[src/rtl/argmax_seq_pkg.sv]
// Shared definitions for the argmax sequencer: FSM state encoding and an
// elaboration-time helper for checking the index width against the score count.
package argmax_seq_pkg;

    localparam logic [2:0] ST_IDLE  = 3'd0;
    localparam logic [2:0] ST_FETCH = 3'd1;
    localparam logic [2:0] ST_CMP   = 3'd2;
    localparam logic [2:0] ST_UPD   = 3'd3;
    localparam logic [2:0] ST_DONE  = 3'd4;

    function automatic int clog2(input int value);
        int bits;
        int rem;
        bits = 0;
        rem  = value - 1;
        while (rem > 0) begin
            bits = bits + 1;
            rem  = rem >> 1;
        end
        return bits;
    endfunction

endpackage

[src/rtl/argmax_seq_cmp_gt.sv]
// Shared registered comparator: gt is (a > b), unsigned and strict, one cycle
// after the operands are presented.
module cmp_gt #(
    parameter int DATA_W = 16
) (
    input  logic              clk,
    input  logic              rst_n,
    input  logic [DATA_W-1:0] a,
    input  logic [DATA_W-1:0] b,
    output logic              gt
);

    always_ff @(posedge clk or negedge rst_n) begin
        if (!rst_n) begin
            gt <= 1'b0;
        end else begin
            gt <= (a > b);
        end
    end

endmodule

[src/rtl/argmax_seq.sv]
// Streams N class scores through one shared comparator and reports the index
// and value of the largest; ties keep the lowest index.
module argmax_seq
    import argmax_seq_pkg::*;
#(
    parameter int DATA_W = 16,
    parameter int N      = 8,
    parameter int IDX_W  = 3
) (
    input  logic              clk,
    input  logic              rst_n,
    input  logic              start,
    input  logic              abort,
    input  logic              in_valid,
    input  logic [DATA_W-1:0] in_data,
    output logic              in_ready,
    output logic              busy,
    output logic              done,
    output logic [IDX_W-1:0]  max_idx,
    output logic [DATA_W-1:0] max_val
);

    generate
        if (N < 1 || N > 256 || IDX_W < clog2(N) || IDX_W < 1) begin : g_bad_params
            $error("argmax_seq: N must be 1..256 and 2**IDX_W >= N");
        end
    endgenerate

    localparam logic [IDX_W:0] CNT_LAST = (IDX_W + 1)'(N - 1);
    localparam logic [IDX_W:0] CNT_ONE  = (IDX_W + 1)'(1);

    logic [2:0]        state_q, state_d;
    logic [IDX_W:0]    cnt_q;
    logic [DATA_W-1:0] best_val_q, best_val_d;
    logic [IDX_W-1:0]  best_idx_q, best_idx_d;
    logic [DATA_W-1:0] cand_val_q;
    logic [IDX_W-1:0]  cand_idx_q;
    logic              gt_p1;
    logic              accept;
    logic              upd;

    // Stage boundary: candidate vs best, result registered for the UPD state
    cmp_gt #(.DATA_W(DATA_W)) u_cmp_gt (
        .clk   (clk),
        .rst_n (rst_n),
        .a     (cand_val_q),
        .b     (best_val_q),
        .gt    (gt_p1)
    );

    assign accept   = (state_q == ST_FETCH) && in_valid && !abort;
    assign upd      = (state_q == ST_UPD) && !abort;
    assign in_ready = (state_q == ST_FETCH);
    assign busy     = (state_q == ST_FETCH) || (state_q == ST_CMP) || (state_q == ST_UPD);
    assign done     = (state_q == ST_DONE);

    always_comb begin
        state_d = state_q;
        case (state_q)
            ST_IDLE:  if (start && !abort) state_d = ST_FETCH;
            ST_FETCH: begin
                if (abort) begin
                    state_d = ST_IDLE;
                end else if (in_valid) begin
                    if (cnt_q == '0) state_d = (N == 1) ? ST_DONE : ST_FETCH;
                    else             state_d = ST_CMP;
                end
            end
            ST_CMP:   state_d = abort ? ST_IDLE : ST_UPD;
            ST_UPD: begin
                if (abort)                  state_d = ST_IDLE;
                else if (cnt_q == CNT_LAST) state_d = ST_DONE;
                else                        state_d = ST_FETCH;
            end
            ST_DONE:  state_d = ST_IDLE;
            default:  state_d = ST_IDLE;
        endcase
    end

    // The result registers load the post-update best so a final win in UPD is visible with done
    always_comb begin
        best_val_d = best_val_q;
        best_idx_d = best_idx_q;
        if (accept && cnt_q == '0) begin
            best_val_d = in_data;
            best_idx_d = '0;
        end else if (upd && gt_p1) begin
            best_val_d = cand_val_q;
            best_idx_d = cand_idx_q;
        end
    end

    always_ff @(posedge clk or negedge rst_n) begin
        if (!rst_n) begin
            state_q    <= ST_IDLE;
            cnt_q      <= '0;
            best_val_q <= '0;
            best_idx_q <= '0;
            cand_val_q <= '0;
            cand_idx_q <= '0;
            max_val    <= '0;
            max_idx    <= '0;
        end else begin
            state_q    <= state_d;
            best_val_q <= best_val_d;
            best_idx_q <= best_idx_d;
            if (state_q == ST_IDLE && start && !abort) begin
                cnt_q <= '0;
            end else if (accept) begin
                if (cnt_q == '0) begin
                    if (N != 1) cnt_q <= CNT_ONE;
                end else begin
                    cand_val_q <= in_data;
                    cand_idx_q <= cnt_q[IDX_W-1:0];
                end
            end else if (upd && cnt_q != CNT_LAST) begin
                cnt_q <= cnt_q + CNT_ONE;
            end
            if (state_d == ST_DONE) begin
                max_val <= best_val_d;
                max_idx <= best_idx_d;
            end
        end
    end

endmodule

[config.mk]
export PLATFORM = sky130hd
export DESIGN_NAME = argmax_seq
export DESIGN_NICKNAME = d
export VERILOG_FILES = /design/src/rtl/argmax_seq_pkg.sv /design/src/rtl/argmax_seq_cmp_gt.sv /design/src/rtl/argmax_seq.sv
export SDC_FILE = /design/constraint.sdc
export NUM_CORES = 1
export LEC_CHECK = 0
export ABC_AREA = 1
export BUFFER_PORTS_ARGS = -buffer_cell sky130_fd_sc_hd__buf_2
export CORE_AREA = 2 2 90 92
export DETAILED_ROUTE_END_ITERATION = 16
export DIE_AREA = 0 0 92 94
export GPL_TIMING_DRIVEN = 0
export HOLD_SLACK_MARGIN = 0.1
export PLACE_DENSITY = 0.75
export SYNTH_ARGS = -nofsm -noshare
export SYNTH_HDL_FRONTEND = slang
export SYNTH_SLANG_ARGS = --single-unit
[constraint.sdc]
create_clock -name clk -period 1.5 [get_ports clk]
set_clock_uncertainty 0.05 [all_clocks]
set_input_delay 0.225 -clock clk [delete_from_list [all_inputs] [get_ports clk]]
set_output_delay 0.225 -clock clk [all_outputs]
set_load 0.01 [all_outputs]
# --- Word-level counts from Yosys, hierarchy flattened ---
# Index checks and enable logic that the tools add are counted.
op_classes:
  muxes: 16
  bitwise: 2
  n_eq_ne: 8
  order_cmp: 1
  reduce_logical: 17
  addsub: 1
ops:
  columns: ["operator", "n"]
  rows:
  - ["2-to-1 mux 16 bit", 2]
  - ["2-to-1 mux 3 bit", 7]
  - ["> comparator 16 bit", 1]
  - ["2-to-1 mux 4 bit", 4]
  - ["case mux 3 bit (4 select lines)", 1]
  - ["logical AND 1 bit", 9]
  - ["equality test 3 x 2 -> 1 bit (second input constant)", 2]
  - ["equality test 3 bit (second input constant)", 2]
  - ["adder 4 x 1 -> 4 bit (second input constant)", 1]
  - ["equality test 4 x 3 -> 1 bit (second input constant)", 1]
  - ["zero test 4 bit", 1]
  - ["2-to-1 mux 2 bit", 2]
  - ["!= test 4 x 3 -> 1 bit (second input constant)", 1]
  - ["equality test 3 x 1 -> 1 bit (second input constant)", 1]
  - ["zero test 3 bit", 1]
  - ["!= test 3 x 1 -> 1 bit (second input constant)", 1]
  - ["AND reduction 3 bit", 1]
  - ["nonzero test 3 bit", 1]
  - ["logical OR 1 bit", 2]
  - ["NOT 1 bit", 2]
  - ["AND reduction 2 bit", 1]
  - ["zero test 1 bit", 1]
word_totals:
  word_cells: 54
  ff_bits: 65
  inputBits: 21
  output_inout_bits: 22

# --- Longest topological paths before layout ---
logic_depth:
  depth_word: 6
  depth_mapped: 11
  mapped_depth_nobuf: 11

# --- Hierarchy ---
# Synthesis repeated with hierarchy kept, for this count alone.
hier_totals:
  cells_unflattened: 423
  hier_area_um2: 3478.3
by_module_without_submodules:
  columns: ["mod", "area_each_um2", "cells_per_inst", "seq_area_each_um2", "instances"]
  rows:
  - ["argmax_seq", 3017.9, 350, 1601.5, 1]
  - ["cmp_gt", 460.4, 73, 25.0, 1]

# --- Least setup slack after synthesis ---
# Ideal clock, no wire load.
synth_timing:
  kind: "flip-flop to flip-flop"
  startpoint: "register state_q[2]"
  endpoint: "register best_val_q[10]"
  path_buffers: 1
  path_stages_with_launch: 7
  t_required_ps: 1331
  setup_slack_ps: -83
  t_arrival_ps: 1414
  setup_time_ps: 119
  period_less_slack_ps: 1583
  cell_sequence: "dfrtp_1 nor3_4 nand2_4 nor2_4 buf_6 nand2_1 and2_1"
synth_via:
  elab_chain_len: 5
  word_cells_on_any_way: 9
  cone_classes: "eq/ne: 2; mux: 2; reduce/logical: 5"
synth_lines:
  columns: ["element", "line_no", "text"]
  rows:
  - ["start: declaration", "argmax_seq.sv:32", "logic [2:0] state_q, state_d;"]
  - ["start signal: assignment", "argmax_seq.sv:104", "state_q <= state_d;"]
  - ["equality test 3 x 1 -> 1 bit", null, null]
  - ["named net in_ready", "argmax_seq.sv:16", "output logic in_ready,"]
  - ["logical AND 1 bit (2 in a row)", "argmax_seq.sv:51", "assign accept = (state_q == ST_FETCH) && in_valid && !abort;"]
  - ["logical AND 1 bit", "argmax_seq.sv:84", "if (accept && cnt_q == '0) begin"]
  - ["2-to-1 mux 16 bit", "argmax_seq.sv:84", null]
  - ["named net best_val_d[10]", "argmax_seq.sv:34", "logic [DATA_W-1:0] best_val_q, best_val_d;"]
  - ["end signal: assignment", "argmax_seq.sv:105", "best_val_q <= best_val_d;"]
  - ["end: declaration", "argmax_seq.sv:34", null]
# The timed path passes the listed nets, and every way through them passes these cells.
# A chain may end at the register's enable or synchronous reset.

# --- Worst setup path in the final report ---
layout_timing:
  startpoint: "register state_q[1]"
  endpoint: "register cand_idx_q[2]"
layout_via:
  elab_chain_len: 5
  word_cells_on_any_way: 8
  cone_classes: "eq/ne: 1; bitwise: 1; reduce/logical: 6"
layout_lines:
  columns: ["element", "line_no", "text"]
  rows:
  - ["zero test 3 bit", "argmax_seq.sv:107", "if (state_q == ST_IDLE && start && !abort) begin"]
  - ["logical AND 1 bit (2 in a row)", "argmax_seq.sv:107", null]
  - ["NOT 1 bit (no source line)", null, null]
  - ["AND reduction 3 bit (no source line) *", null, null]
  - ["end signal: assignment", "argmax_seq.sv:114", "cand_idx_q <= cnt_q[IDX_W-1:0];"]
  - ["end: declaration", "argmax_seq.sv:37", "logic [IDX_W-1:0] cand_idx_q;"]
# Every way passes the cells marked *; elsewhere a longest branch is shown, timed or not.

==> impl_results.md <==
- Status: complete, but fails checks
- Violated checks: negative setup slack
- Die Wd: between 90 and 100 um
- Total gr overflow: 0
- Seq/Total Area, Yosys: between 40% and 50%
- Worst-skew pair later-pin latency: 0.35 ns
- WL/cell: 16.0 um
- H-tree lvl count: 3
- Total wire length: just under 10 mm
- WP data arrival: between 1.5 and 2 ns
- Worst Hold Path Cells: 3
- R2r worst-path depth: 7
- TritonCTS Sinks: 65
- CP Capture Type: flop
- Final-report hold violation count: 0
- Largest net degree at the start of global routing: 66
- RSZ-0062 raised after global routing: yes
- Startpoint Class: flop
- Post-synthesis xor/xnor area fraction: 0%
- Die area: around 8600 um2
- Commonest non-fill, non-tap cell in the layout: nand2_1
- Slack of the worst reg-to-reg path: -0.15 ns
- Required @ worst endpoint: 1.69 ns
- Commonest non-fill, non-tap cells in the layout: nand2_1 (107), dfrtp_1 (64), inv_1 (54)
- Buffer levels on the longest clock path: 2
- Finish-stage setup viols: 66
- Final Power: between 7000 and 8000 uW
- Slew HR: approximately 43%
- Yosys cell types: 24
- Hold path endpoint: cand_val_q[10]$_DFFE_PN0P_
- Hold Crit Start: in_data[10]
- Worst Tran Pin Value: 0.849 ns
- Number of DRC markers in iteration 0: around 190
- Worst r2r src: state_q[1]$_DFF_PN0_
- Synthesized Nets: around 460
- Seq cells post-synth: between 60 and 70
- Max-slew violations: 0
- Maximum vdd ir drop: between 0.9 and 1 mV
- Root Buffer: clkbuf_8
- Largest family of logic cells by synthesized area: simple AND/OR/NAND/NOR gates
- All-layer global routing usage: 22.2%
- Nets: between 500 and 600
- DRT antenna net count: 0
- Core region area: ~7600 um2
- Worst hold slack: about 0.11 ns
- HP Class: input port to flop
- Adder-cell share of the synthesized area: around 6.6%
- Synth warn: 0
- Initial Util: 44.6%
- Final HPWL DP: roughly 5.7 mm
- Number of diodes: 0
- Power per standard cell area: approximately 1700 nW/um2
- I/O pins: between 40 and 50
- Vias in the first global route: 3082
- TNS Setup: -6.60 ns
- Area delta synth->final: 36.0%
- Gpl congestion: 0.844
- Critical path class: flop to flop
- CP Max Fanout: 10
- Reg2reg end: cand_idx_q[2]$_DFFE_PN0P_
- Pre-antenna DRT Iters: 5
- Compound-Gate Fraction of Synth Area: 5.23%
- CTS tree: done
- Setup ws final: -0.154 ns
- CTS buffer count: 9
- Fmax: 0.605 GHz
- Count of input and output buffers: between 40 and 50
- Min Tclk post-route: approximately 1.7 ns
- First-pass GRT wire length: ~15 mm
- Synth Instances: 418
- Die H: between 90 and 100 um
- Row Count: 32
- Leak Pwr: between 0.002 and 0.003 uW
- Final period utilization: 110%
- Max Cap Viol: 0
- Initial antenna violation count: 0
- Via density: approximately 5.2
- Syn_area_per_cell: about 8 um2
- Via count: between 3000 and 4000
- Mux cell area share after synthesis: 0%
- Clock-pin slew on the worst setup and hold paths: approximately 0.07 ns
- DRC Markers: 0
- Post-synthesis simple-gate area fraction: approximately a third
- Worst setup path startpoint: state_q[1]$_DFF_PN0_
- Layout cells sized above 1: 32.8%
- Mapped Area: between 3000 and 4000 um2
## layer usage
metal  wire length, um  global-route usage, %  up-vias
li1                  -                      -     1499
met1              3900                   27.4     1525
met2              4950                   36.9      115
met3               559                   3.85       27
met4               286                   12.4        0
met5                 0                      0        -
## layout make-up
| cell class | count | area (um2) |
|---|---|---|
| tap | 102 | 128 |
| multi-input combinational | 281 | 1820 |
| inverter | 56 | 210 |
| fill | 639 | 2990 |
| buffer | 16 | 148 |
| clock buffer | 12 | 155 |
| clock inverter | 3 | 40.0 |
| sequential | 65 | 1630 |
| timing repair buffer | 70 | 490 |
## stage by stage
step	instances	setup WS (ns)	util (%)	instance area, um2
after detailed placement	562	-0.434	49.2	3740
after CTS	601	-0.0813	56.6	4310
after global placement	562	-0.342	49.2	3740
final	605	-0.154	60.7	4620
after global routing	605	-0.202	60.7	4620
after floorplan	418	-0.0728	-	3400
## logic make-up after synthesis
| group | count (synthesis) |
|---|---|
| AOI/OAI and AO/OA | 35 |
| adders and majority gates | 18 |
| buffers and inverters | 72 |
| DFF | 65 |
| and+or+nand+nor | 228 |
## critical path: stages, from the launching register on
cell and delay (ns):
dfrtp_2 0.44, nor3_4 0.22, buf_6 0.15, buf_4 0.12, nand3_4 0.16, buf_6 0.22, nor2_1 0.11, a21oi_1 0.06
## registers in the layout (all words and copies together) (netlist names)
register,flops
state_q,3
cnt_q,4
best_val_q,16
max_val,16
cand_val_q,16
max_idx,3
cand_idx_q,3
best_idx_q,3
u_cmp_gt.gt,1
## timing repair
action | CTS | global route
pin swaps | 8 | 18
setup endpoints to repair | 65 | 67
cloned | 2 | 1
gates resized for setup | 50 | 71
endpoints found under the hold margin | 69 | 0
hold buffers | 5 | 0
buffers inserted | 17 | 3
## cell usage after synthesis
| cell type | instances | share of area, % |
|---|---|---|
| a21oi_1 | 8 | 1.2 |
| buf_6 | 2 | 0.66 |
| nor3b_1 | 1 | 0.22 |
| nand2_1 | 125 | 14 |
| nor2_4 | 3 | 0.99 |
| nand4_1 | 20 | 3.7 |
| nand2_2 | 1 | 0.18 |
| inv_1 | 54 | 6.0 |
| dfrtp_1 | 65 | 48 |
| ha_1 | 18 | 6.6 |
| o21ai_0 | 23 | 3.4 |
| nand3_1 | 46 | 6.8 |
| buf_1 | 1 | 0.11 |
| buf_2 | 6 | 0.88 |
| and2_1 | 16 | 2.9 |
| clkbuf_1 | 6 | 0.66 |
| buf_4 | 1 | 0.22 |
| nor3_4 | 1 | 0.48 |
| nor2_1 | 13 | 1.4 |
| inv_2 | 2 | 0.22 |
| a21o_1 | 1 | 0.22 |
| nand2_4 | 1 | 0.33 |
| nand4_4 | 1 | 0.63 |
| o21ai_1 | 3 | 0.44 |
## worst max-delay path by stage
stage	to	slack [ns]	cells after the start
2_1_floorplan	best_val_q[10]$_DFF_PN0_	-0.07	6
3_3_place_gp	cand_val_q[14]$_DFFE_PN0P_	-0.34	6
3_5_place_dp	cand_val_q[14]$_DFFE_PN0P_	-0.43	6
4_1_cts	best_val_q[14]$_DFF_PN0_	-0.08	8
5_1_grt	cand_idx_q[2]$_DFFE_PN0P_	-0.20	7
6_report	cand_idx_q[2]$_DFFE_PN0P_	-0.15	7
## where the power goes
group	leakage [uW]	switching [uW]	internal, uW
combinational	0.00164	1910	1610
clock	0.000102	680	844
sequential	0.000831	459	2360
No activity file was read; power rests on OpenSTA's default activity.
